`config.mk`:
```
export PLATFORM = sky130hd
export DESIGN_NAME = alu_arbiter
export DESIGN_NICKNAME = d
export VERILOG_FILES = /design/src/rtl/alu_arbiter.sv
export SDC_FILE = /design/constraint.sdc
export NUM_CORES = 1
export LEC_CHECK = 0
export ABC_AREA = 1
export BUFFER_PORTS_ARGS = -buffer_cell sky130_fd_sc_hd__clkbuf_2
export CAP_MARGIN = 20
export CORE_MARGIN = 3
export CORE_UTILIZATION = 40
export CTS_BUF_LIST = sky130_fd_sc_hd__clkbuf_8
export DETAILED_ROUTE_END_ITERATION = 8
export MAX_ROUTING_LAYER = met4
export PLACE_DENSITY_LB_ADDON = 0.15
export SYNTH_ARGS = -nofsm -noshare
export SYNTH_HDL_FRONTEND = slang
export SYNTH_SLANG_ARGS = --single-unit
```
`constraint.sdc`:
```
create_clock -name clk -period 1.8 [get_ports clk]
set_input_delay 0.54 -clock clk [delete_from_list [all_inputs] [get_ports clk]]
set_output_delay 0.54 -clock clk [all_outputs]
set_load 0.01 [all_outputs]
```
`src/rtl/alu_arbiter.sv`:
```
// alu_arbiter: round-robin arbiter sharing one registered-output ALU between two clients.
// Optional macro ALU_ARB_ZFLAG_EN adds the ZW state and returns the ALU zero flag on rsp_z.
module alu_arbiter #(
  parameter int N = 16
) (
  input  logic         clk,
  input  logic         rst_n,
  input  logic         req0_valid,
  input  logic         req1_valid,
  output logic         req0_ready,
  output logic         req1_ready,
  input  logic [2:0]   req0_op,
  input  logic [2:0]   req1_op,
  input  logic [N-1:0] req0_a,
  input  logic [N-1:0] req1_a,
  input  logic [N-1:0] req0_b,
  input  logic [N-1:0] req1_b,
  output logic         rsp0_valid,
  output logic         rsp1_valid,
  output logic [N-1:0] rsp_data,
  output logic         rsp_z,
  output logic         rsp_err,
  output logic [2:0]   alu_op,
  output logic [N-1:0] alu_in1,
  output logic [N-1:0] alu_in2,
  input  logic [N-1:0] alu_out,
  input  logic         alu_z
);

`ifdef ALU_ARB_ZFLAG_EN
  typedef enum logic [2:0] {IDLE, EXEC, RES, ZW, RSP} state_t;
`else
  typedef enum logic [2:0] {IDLE, EXEC, RES, RSP} state_t;
`endif

  localparam logic [2:0] OP_MAX = 3'd4;

  state_t         state;
  logic           last_grant;
  logic           id;
  logic           err;
  logic           grant_valid;
  logic           grant_id;
  logic           idle;
  logic [2:0]     sel_op;
  logic [N-1:0]   sel_a;
  logic [N-1:0]   sel_b;

  // NOTE: every always_comb output gets a default first so no path can infer a latch.
  always_comb begin
    grant_valid = 1'b0;
    grant_id    = 1'b0;
    if (req0_valid && req1_valid) begin
      grant_valid = 1'b1;
      grant_id    = ~last_grant;
    end else if (req0_valid) begin
      grant_valid = 1'b1;
    end else if (req1_valid) begin
      grant_valid = 1'b1;
      grant_id    = 1'b1;
    end
  end

  assign sel_op = grant_id ? req1_op : req0_op;
  assign sel_a  = grant_id ? req1_a  : req0_a;
  assign sel_b  = grant_id ? req1_b  : req0_b;
  assign idle   = (state == IDLE);

  // Ready is masked while reset is held so no client sees an accept during reset.
  assign req0_ready = rst_n && idle && grant_valid && !grant_id;
  assign req1_ready = rst_n && idle && grant_valid &&  grant_id;

  // NOTE: sequential state uses non-blocking assignments so every flop samples pre-edge values.
  always_ff @(posedge clk or negedge rst_n) begin
    if (!rst_n) begin
      state      <= IDLE;
      last_grant <= 1'b1;
      id         <= 1'b0;
      err        <= 1'b0;
      alu_op     <= '0;
      alu_in1    <= '0;
      alu_in2    <= '0;
      rsp_data   <= '0;
      rsp_err    <= 1'b0;
      rsp0_valid <= 1'b0;
      rsp1_valid <= 1'b0;
`ifdef ALU_ARB_ZFLAG_EN
      rsp_z      <= 1'b0;
`endif
    end else begin
      rsp0_valid <= 1'b0;
      rsp1_valid <= 1'b0;
      rsp_err    <= 1'b0;
      case (state)
        IDLE: begin
          if (grant_valid) begin
            last_grant <= grant_id;
            id         <= grant_id;
            if (sel_op <= OP_MAX) begin
              alu_op  <= sel_op;
              alu_in1 <= sel_a;
              alu_in2 <= sel_b;
              err     <= 1'b0;
              state   <= EXEC;
            end else begin
              // Illegal opcodes never reach the ALU; its inputs keep the last legal op.
              err   <= 1'b1;
              state <= RSP;
            end
          end
        end
        EXEC: state <= RES;
        RES: begin
          rsp_data <= alu_out;
`ifdef ALU_ARB_ZFLAG_EN
          state    <= ZW;
`else
          state    <= RSP;
`endif
        end
`ifdef ALU_ARB_ZFLAG_EN
        ZW: begin
          rsp_z <= alu_z;
          state <= RSP;
        end
`endif
        RSP: begin
          rsp0_valid <= (id == 1'b0);
          rsp1_valid <= (id == 1'b1);
          rsp_err    <= err;
          if (err) begin
            rsp_data <= '0;
`ifdef ALU_ARB_ZFLAG_EN
            rsp_z    <= 1'b0;
`endif
          end
          state <= IDLE;
        end
        default: state <= IDLE;
      endcase
    end
  end

`ifndef ALU_ARB_ZFLAG_EN
  assign rsp_z = 1'b0;
  logic unused_alu_z;
  assign unused_alu_z = alu_z;
`endif

endmodule

```
==> results of run 1 <==
## final cells by class
| cell class | instances | area, µm² |
|---|---|---|
| clock buffer | 10 | 138 |
| clock inverter | 6 | 104 |
| fill | 655 | 2860 |
| inverter | 13 | 48.8 |
| multi-input combinational | 192 | 1280 |
| sequential | 59 | 1480 |
| tap | 96 | 120 |
| timing repair buffer | 161 | 878 |
## Yosys cell counts
| master | number | area share |
|---|---|---|
| buf_2 | 4 | 0.0069 |
| buf_4 | 1 | 0.0026 |
| buf_6 | 6 | 0.023 |
| buf_8 | 1 | 0.0052 |
| clkbuf_1 | 4 | 0.0052 |
| conb_1 | 1 | 0.0013 |
| dfrtp_1 | 58 | 0.50 |
| dfstp_2 | 1 | 0.0090 |
| ha_1 | 3 | 0.013 |
| inv_1 | 9 | 0.012 |
| inv_2 | 4 | 0.0052 |
| mux2i_1 | 32 | 0.11 |
| nand2_1 | 53 | 0.068 |
| nand2_2 | 19 | 0.041 |
| nand2_4 | 2 | 0.0077 |
| nand2_8 | 1 | 0.0069 |
| nand3_1 | 35 | 0.060 |
| nand3b_1 | 1 | 0.0026 |
| nor2_1 | 4 | 0.0052 |
| nor2_2 | 1 | 0.0022 |
| nor4_1 | 1 | 0.0022 |
| o21a_1 | 1 | 0.0026 |
| o21ai_0 | 2 | 0.0034 |
| o21ai_1 | 2 | 0.0034 |
| o21ai_2 | 34 | 0.10 |
## cells by family (layout without fill, tap and decap cells)
group,count (synthesis),count (layout),share of synthesized area
AOI/OAI and AO/OA,39,39,0.112
muxes,32,32,0.110
buffers and inverters,29,190,0.0598
other,1,1,0.00129
and+or+nand+nor,117,117,0.196
DFF,59,59,0.508
adders and majority gates,3,3,0.0129
## state kept, by name, summed over array words and instances (netlist names)
signal,cells
alu_in1,16
alu_in2,16
alu_op,3
err,1
id,1
last_grant,1
rsp0_valid,1
rsp1_valid,1
rsp_data,16
rsp_err,1
state,2
## where the power goes
group / total (µW) / switching [µW] / internal [µW]
logic: 3040 / 1740 / 1310
registers: 2310 / 348 / 1960
clock network: 1440 / 497 / 948
## stage by stage
step	setup WS (ns)	hold WS, ns	util	total power (µW)	area [µm²]
final	-0.153	0.390	0.586	6790	4050
after global routing	-0.234	0.433	0.586	7330	4050
after detailed placement	0.0261	0.467	0.540	5300	3730
after global placement	0.0715	0.462	0.540	5230	3730
after floorplan	0.0563	0.244	-	4270	2910
after CTS	-0.224	0.411	0.582	6840	4020
## timing repair
action | CTS | global route
gates resized for setup | 5 | 4
hold endpoints to repair | 0 | 0
endpoints found under the setup margin | 2 | 3
pin swaps | 3 | 3
buffers inserted | 4 | 2
## path summary, 6_finish.rpt
path / start / endpoint / slack [ns] / depth (start not counted)
max in group asynchronous: rst_n / alu_in2[11] / 0.92 / 2
min reg2reg: id / rsp0_valid / 0.48 / 1
max reg2reg: last_grant / alu_in2[9] / 0.16 / 11
max: last_grant / req0_ready / -0.15 / 5
min: rst_n / id / 0.39 / 2
min in group clk: alu_out[8] / rsp_data[8] / 0.44 / 3
## routing by layer
metal / share of wire / track usage / up-vias
met5: 0 / - / -
met4: 0.0068 / 0.0528 / 0
met3: 0.081 / 0.0481 / 4
met2: 0.49 / 0.292 / 88
met1: 0.42 / 0.202 / 1112
li1: - / - / 1241
==> impl_metrics.tcl, run 1 <==
set metrics [dict create \
    postCtsHoldBufs 0 \
    crit_arrival_ns 1.41 \
    clockBufferDepth 2 \
    wirelength_um 6750 \
    ys_seq_area_frac 0.508 \
    leakagePower_uw 0.00231 \
    drive_gt1_frac 0.549 \
    grt_overflow 0 \
    antenna_found_initial 0 \
    cts_tree "yes" \
    drt-initial-drc-count 82 \
    final-instance-count-excl-fill 537 \
    clock.fmax_mhz 512 \
    fin_worst_skew_ns 0.00749 \
    cts_root_buf "clkbuf_8" \
    drtAntennaViolNets 0 \
    place_hpwl_um 5070 \
    worstSetupStartpointType "register" \
    grt_first_pass_wirelength_um 11400 \
    clock_latency_ns 0.32 \
    cpPeakStageDelay_ns 0.56 \
    drtPass1Iterations 4 \
    die_y_um 91.3 \
    start_util 0.421 \
    setup_violations 2 \
    area_delta_synth_final_pct 39.1 \
    cts.sinks 59 \
    grt_usage 0.173 \
    post-route-period-util 1.09 \
    viasPerCell 4.55 \
    grt_pass1_vias 2476 \
    final_cell_mix "clkbuf_2 (144), dfrtp_1 (58), nand2_1 (52)" \
    cap_violations 0 \
    syn_nets 374 \
    syn_area_um2 2910 \
    min_period_ns 1.95 \
    final_nets 530 \
    cp-end-kind "primary output" \
    h-tree-depth 3 \
    rows 30 \
    cts_made_buffers 9 \
    rsz0062_at_grt "yes" \
    hp-class "primary input to asynchronous set/reset pin" \
    finalMaxSlewViolations 0 \
    drc_errors 0 \
    slew_headroom 0.502 \
    status "finished, violations left" \
    worst-path-buf-inv 2 \
    cp_common_cell "nand2_4" \
    cp_slowest_cell "dfstp_2" \
    synth_seq_cells 59 \
    worst_pin_slew_ns 0.747 \
    path_delay_family "flip-flops" \
    finalWorstSetupSlack_ns -0.153 \
    cp_cell_sequence "nand2_4 -> nand2_4 -> inv_2 -> nor4_2 -> buf_2" \
    violations "setup timing" \
    dieWidth_um 91.3 \
    setup_tns_ns -0.258 \
    peakVddDrop_v 0.000906 \
    wl_per_cell_um 12.6 \
    dieArea_um2 8330 \
    required_ns 1.26 \
    io_pins 148 \
    syn_avg_cell_area_um2 10.4 \
    vias 2445 \
    final_common_cell "clkbuf_2" \
    portBuffers 145 \
    core_um2 6910 \
    yosys_warnings 0 \
    num_antenna_cells 0 \
    grt_start_max_net_pins 60 \
    finalWeightedCongestion 0.726 \
    power.density_nw_per_um2 1680 \
    path_max_fanout 2 \
    dpl.cell_count 515 \
    hold_viol 0 \
    postSynthCellCount 280 \
    clk_pin_slew_ns 0.06 \
    synth.distinct_cells 25 \
    worst-setup-path-type "register to primary output" \
]
Note: power is estimated with default switching activity, not from simulation.
==> run 2, diff against run 1 <==
==> constraint.sdc (replaced) <==
create_clock -name clk -period 2 [get_ports clk]
set_input_delay 0.6 -clock clk [delete_from_list [all_inputs] [get_ports clk]]
set_output_delay 0.6 -clock clk [all_outputs]
set_load 0.01 [all_outputs]
==> impl_metrics.tcl, run 2 (same netlist as run 1, synthesis figures left out) <==
set metrics [dict create \
    status "finished, violations left" \
    violations "setup timing" \
    finalMaxSlewViolations 0 \
    final_cell_mix "clkbuf_2 (143), dfrtp_1 (58), nand2_1 (52)" \
    drt-initial-drc-count 44 \
    cpPeakStageDelay_ns 0.56 \
    place_hpwl_um 5080 \
    cts_root_buf "clkbuf_8" \
    worst_r2r_endpoint "alu_in1[12]" \
    worstSetupStartpointType "register" \
    hp-class "register to register" \
    cp_slowest_cell "dfstp_2" \
    dieArea_um2 8330 \
    grt_first_pass_wirelength_um 11100 \
    cts_tree "yes" \
    grt_start_max_net_pins 60 \
    leakagePower_uw 0.00227 \
    antenna_found_initial 0 \
    place_area_um2 3730 \
    crit_arrival_ns 1.42 \
    rrSetupSlack_ns 0.26 \
    p_int_uw 3530 \
    clk_pin_slew_ns 0.07 \
    cts.sinks 59 \
    power_switching_uw 2300 \
    rr_worst_depth 11 \
    num_antenna_cells 0 \
    path_max_fanout 2 \
    final_nets 526 \
    comb_power_share 0.458 \
    fin_area_um2 3970 \
    drtAntennaViolNets 0 \
    cp_cell_sequence "nand2_4 -> nand2_4 -> inv_2 -> nor4_1 -> buf_2" \
    final_common_cell "clkbuf_2" \
    portBuffers 145 \
    grt_usage 0.172 \
    clock_latency_ns 0.32 \
    largestRegisters "alu_in1: 16 flops, alu_in2: 16 flops, rsp_data: 16 flops" \
    cts_made_buffers 9 \
    die_y_um 91.3 \
    drive_gt1_frac 0.541 \
    viasPerCell 4.56 \
    setup_violations 1 \
    wl_per_cell_um 12.6 \
    start_util 0.421 \
    finalWorstSetupSlack_ns -0.0189 \
    grt_overflow 0 \
    slew_headroom 0.505 \
    vias 2424 \
    pwr-share-clk 0.186 \
    hold_viol 0 \
    worst-path-buf-inv 2 \
    wirelength_um 6690 \
    fillCellCount 661 \
    worst_pin_slew_ns 0.742 \
    crit_start "last_grant" \
    required_ns 1.40 \
    cp-endpoint "req0_ready" \
    h-tree-depth 3 \
    drtPass1Iterations 4 \
    reg2reg_from "last_grant" \
    clock.fmax_mhz 495 \
    min_period_ns 2.02 \
    path_delay_family "flip-flops" \
    cp-end-kind "primary output" \
    cap_violations 0 \
    routed-wl-met2_um 3270 \
    final_core_util 0.575 \
    dieWidth_um 91.3 \
    finalWeightedCongestion 0.715 \
    cp_common_cell "nand2_4" \
    worst-path-stages 5 \
    swShare 0.394 \
    io_pins 148 \
    drc_errors 0 \
    met1_length_um 2840 \
    rsz0062_at_grt "yes" \
    seqPwrFrac 0.356 \
    power.density_nw_per_um2 1470 \
    peakVddDrop_v 0.000755 \
    grt_pass1_vias 2420 \
    area_delta_synth_final_pct 36.5 \
    clockBufferDepth 2 \
    top_layer_used "met4" \
    worst-setup-path-type "register to primary output" \
    fin_worst_skew_ns 0.00735 \
    post-route-period-util 1.01 \
    wl_met3_um 507 \
    core_um2 6910 \
    postCtsHoldBufs 0 \
    rows 30 \
]
==> run 2: worst min-delay path by stage <==
| stage | start | end | slack, ns | cells after the start |
|---|---|---|---|---|
| 6_report | alu_in1[6] | alu_in1[6] | 0.48 | 2 |
| 5_1_grt | alu_out[8] | rsp_data[8] | 0.49 | 3 |
| 4_1_cts | alu_out[1] | rsp_data[1] | 0.48 | 3 |
| 3_5_place_dp | alu_in2[15] | alu_in2[15] | 0.47 | 2 |
| 3_3_place_gp | alu_in2[8] | alu_in2[8] | 0.46 | 2 |
| 2_1_floorplan | rst_n | alu_in1[0] | 0.30 | 0 |
==> run 2: power groups by stage <==
stage               sequential, µW  clock [µW]  combinational, µW
floorplan                     2310           0               1530
global placement              2070           0               2630
detailed placement            2090           0               2680
CTS                           2080        1130               2710
global route                  2150        1180               2980
finish                        2080        1080               2670
==> run 2: worst reg2reg max path, cell delays in order, from the launching register on <==
cell and delay (ns):
dfstp_2 0.56, nand2_4 0.06, buf_4 0.13, buf_4 0.12
nand3b_1 0.09, nand2_2 0.08, nand2_2 0.08, nand2_4 0.07
nand2_8 0.13, buf_12 0.21, nand2_1 0.09, o21ai_2 0.05
==> run 2: metrics by stage <==
stage / worst slack (ns) / TNS, ns / hold slack (ns) / total power [µW] / instances
after floorplan: 0.196 / 0 / 0.304 / 3840 / 280
after global placement: 0.149 / 0 / 0.463 / 4710 / 513
after detailed placement: 0.156 / 0 / 0.467 / 4770 / 513
after CTS: -0.0830 / -0.0830 / 0.484 / 5920 / 531
after global routing: -0.0866 / -0.132 / 0.490 / 6320 / 532
final: -0.0189 / -0.0189 / 0.483 / 5830 / 532
==> run 2: routing by layer <==
metal	vias up	GRT usage
met5	-	-
met4	0	0.0704
met3	6	0.0481
met2	87	0.275
met1	1099	0.205
li1	1232	-
==> run 2: what timing repair did <==
| action | CTS | global route |
|---|---|---|
| cloned | 0 | 0 |
| buffers inserted | 3 | 1 |
| endpoints found under the setup margin | 2 | 2 |
| gates resized for setup | 4 | 2 |
| pin swaps | 3 | 3 |
==> run 2: area by class of cell <==
cell class,instances,area [µm²],share of cell area
Clock inverter,4,50.0,0.0126
Timing Repair Buffer,157,853,0.215
Tap cell,96,120,0.0302
Sequential cell,59,1480,0.372
Inverter,13,48.8,0.0123
Multi-Input combinational cell,192,1270,0.320
Clock buffer,11,151,0.0381
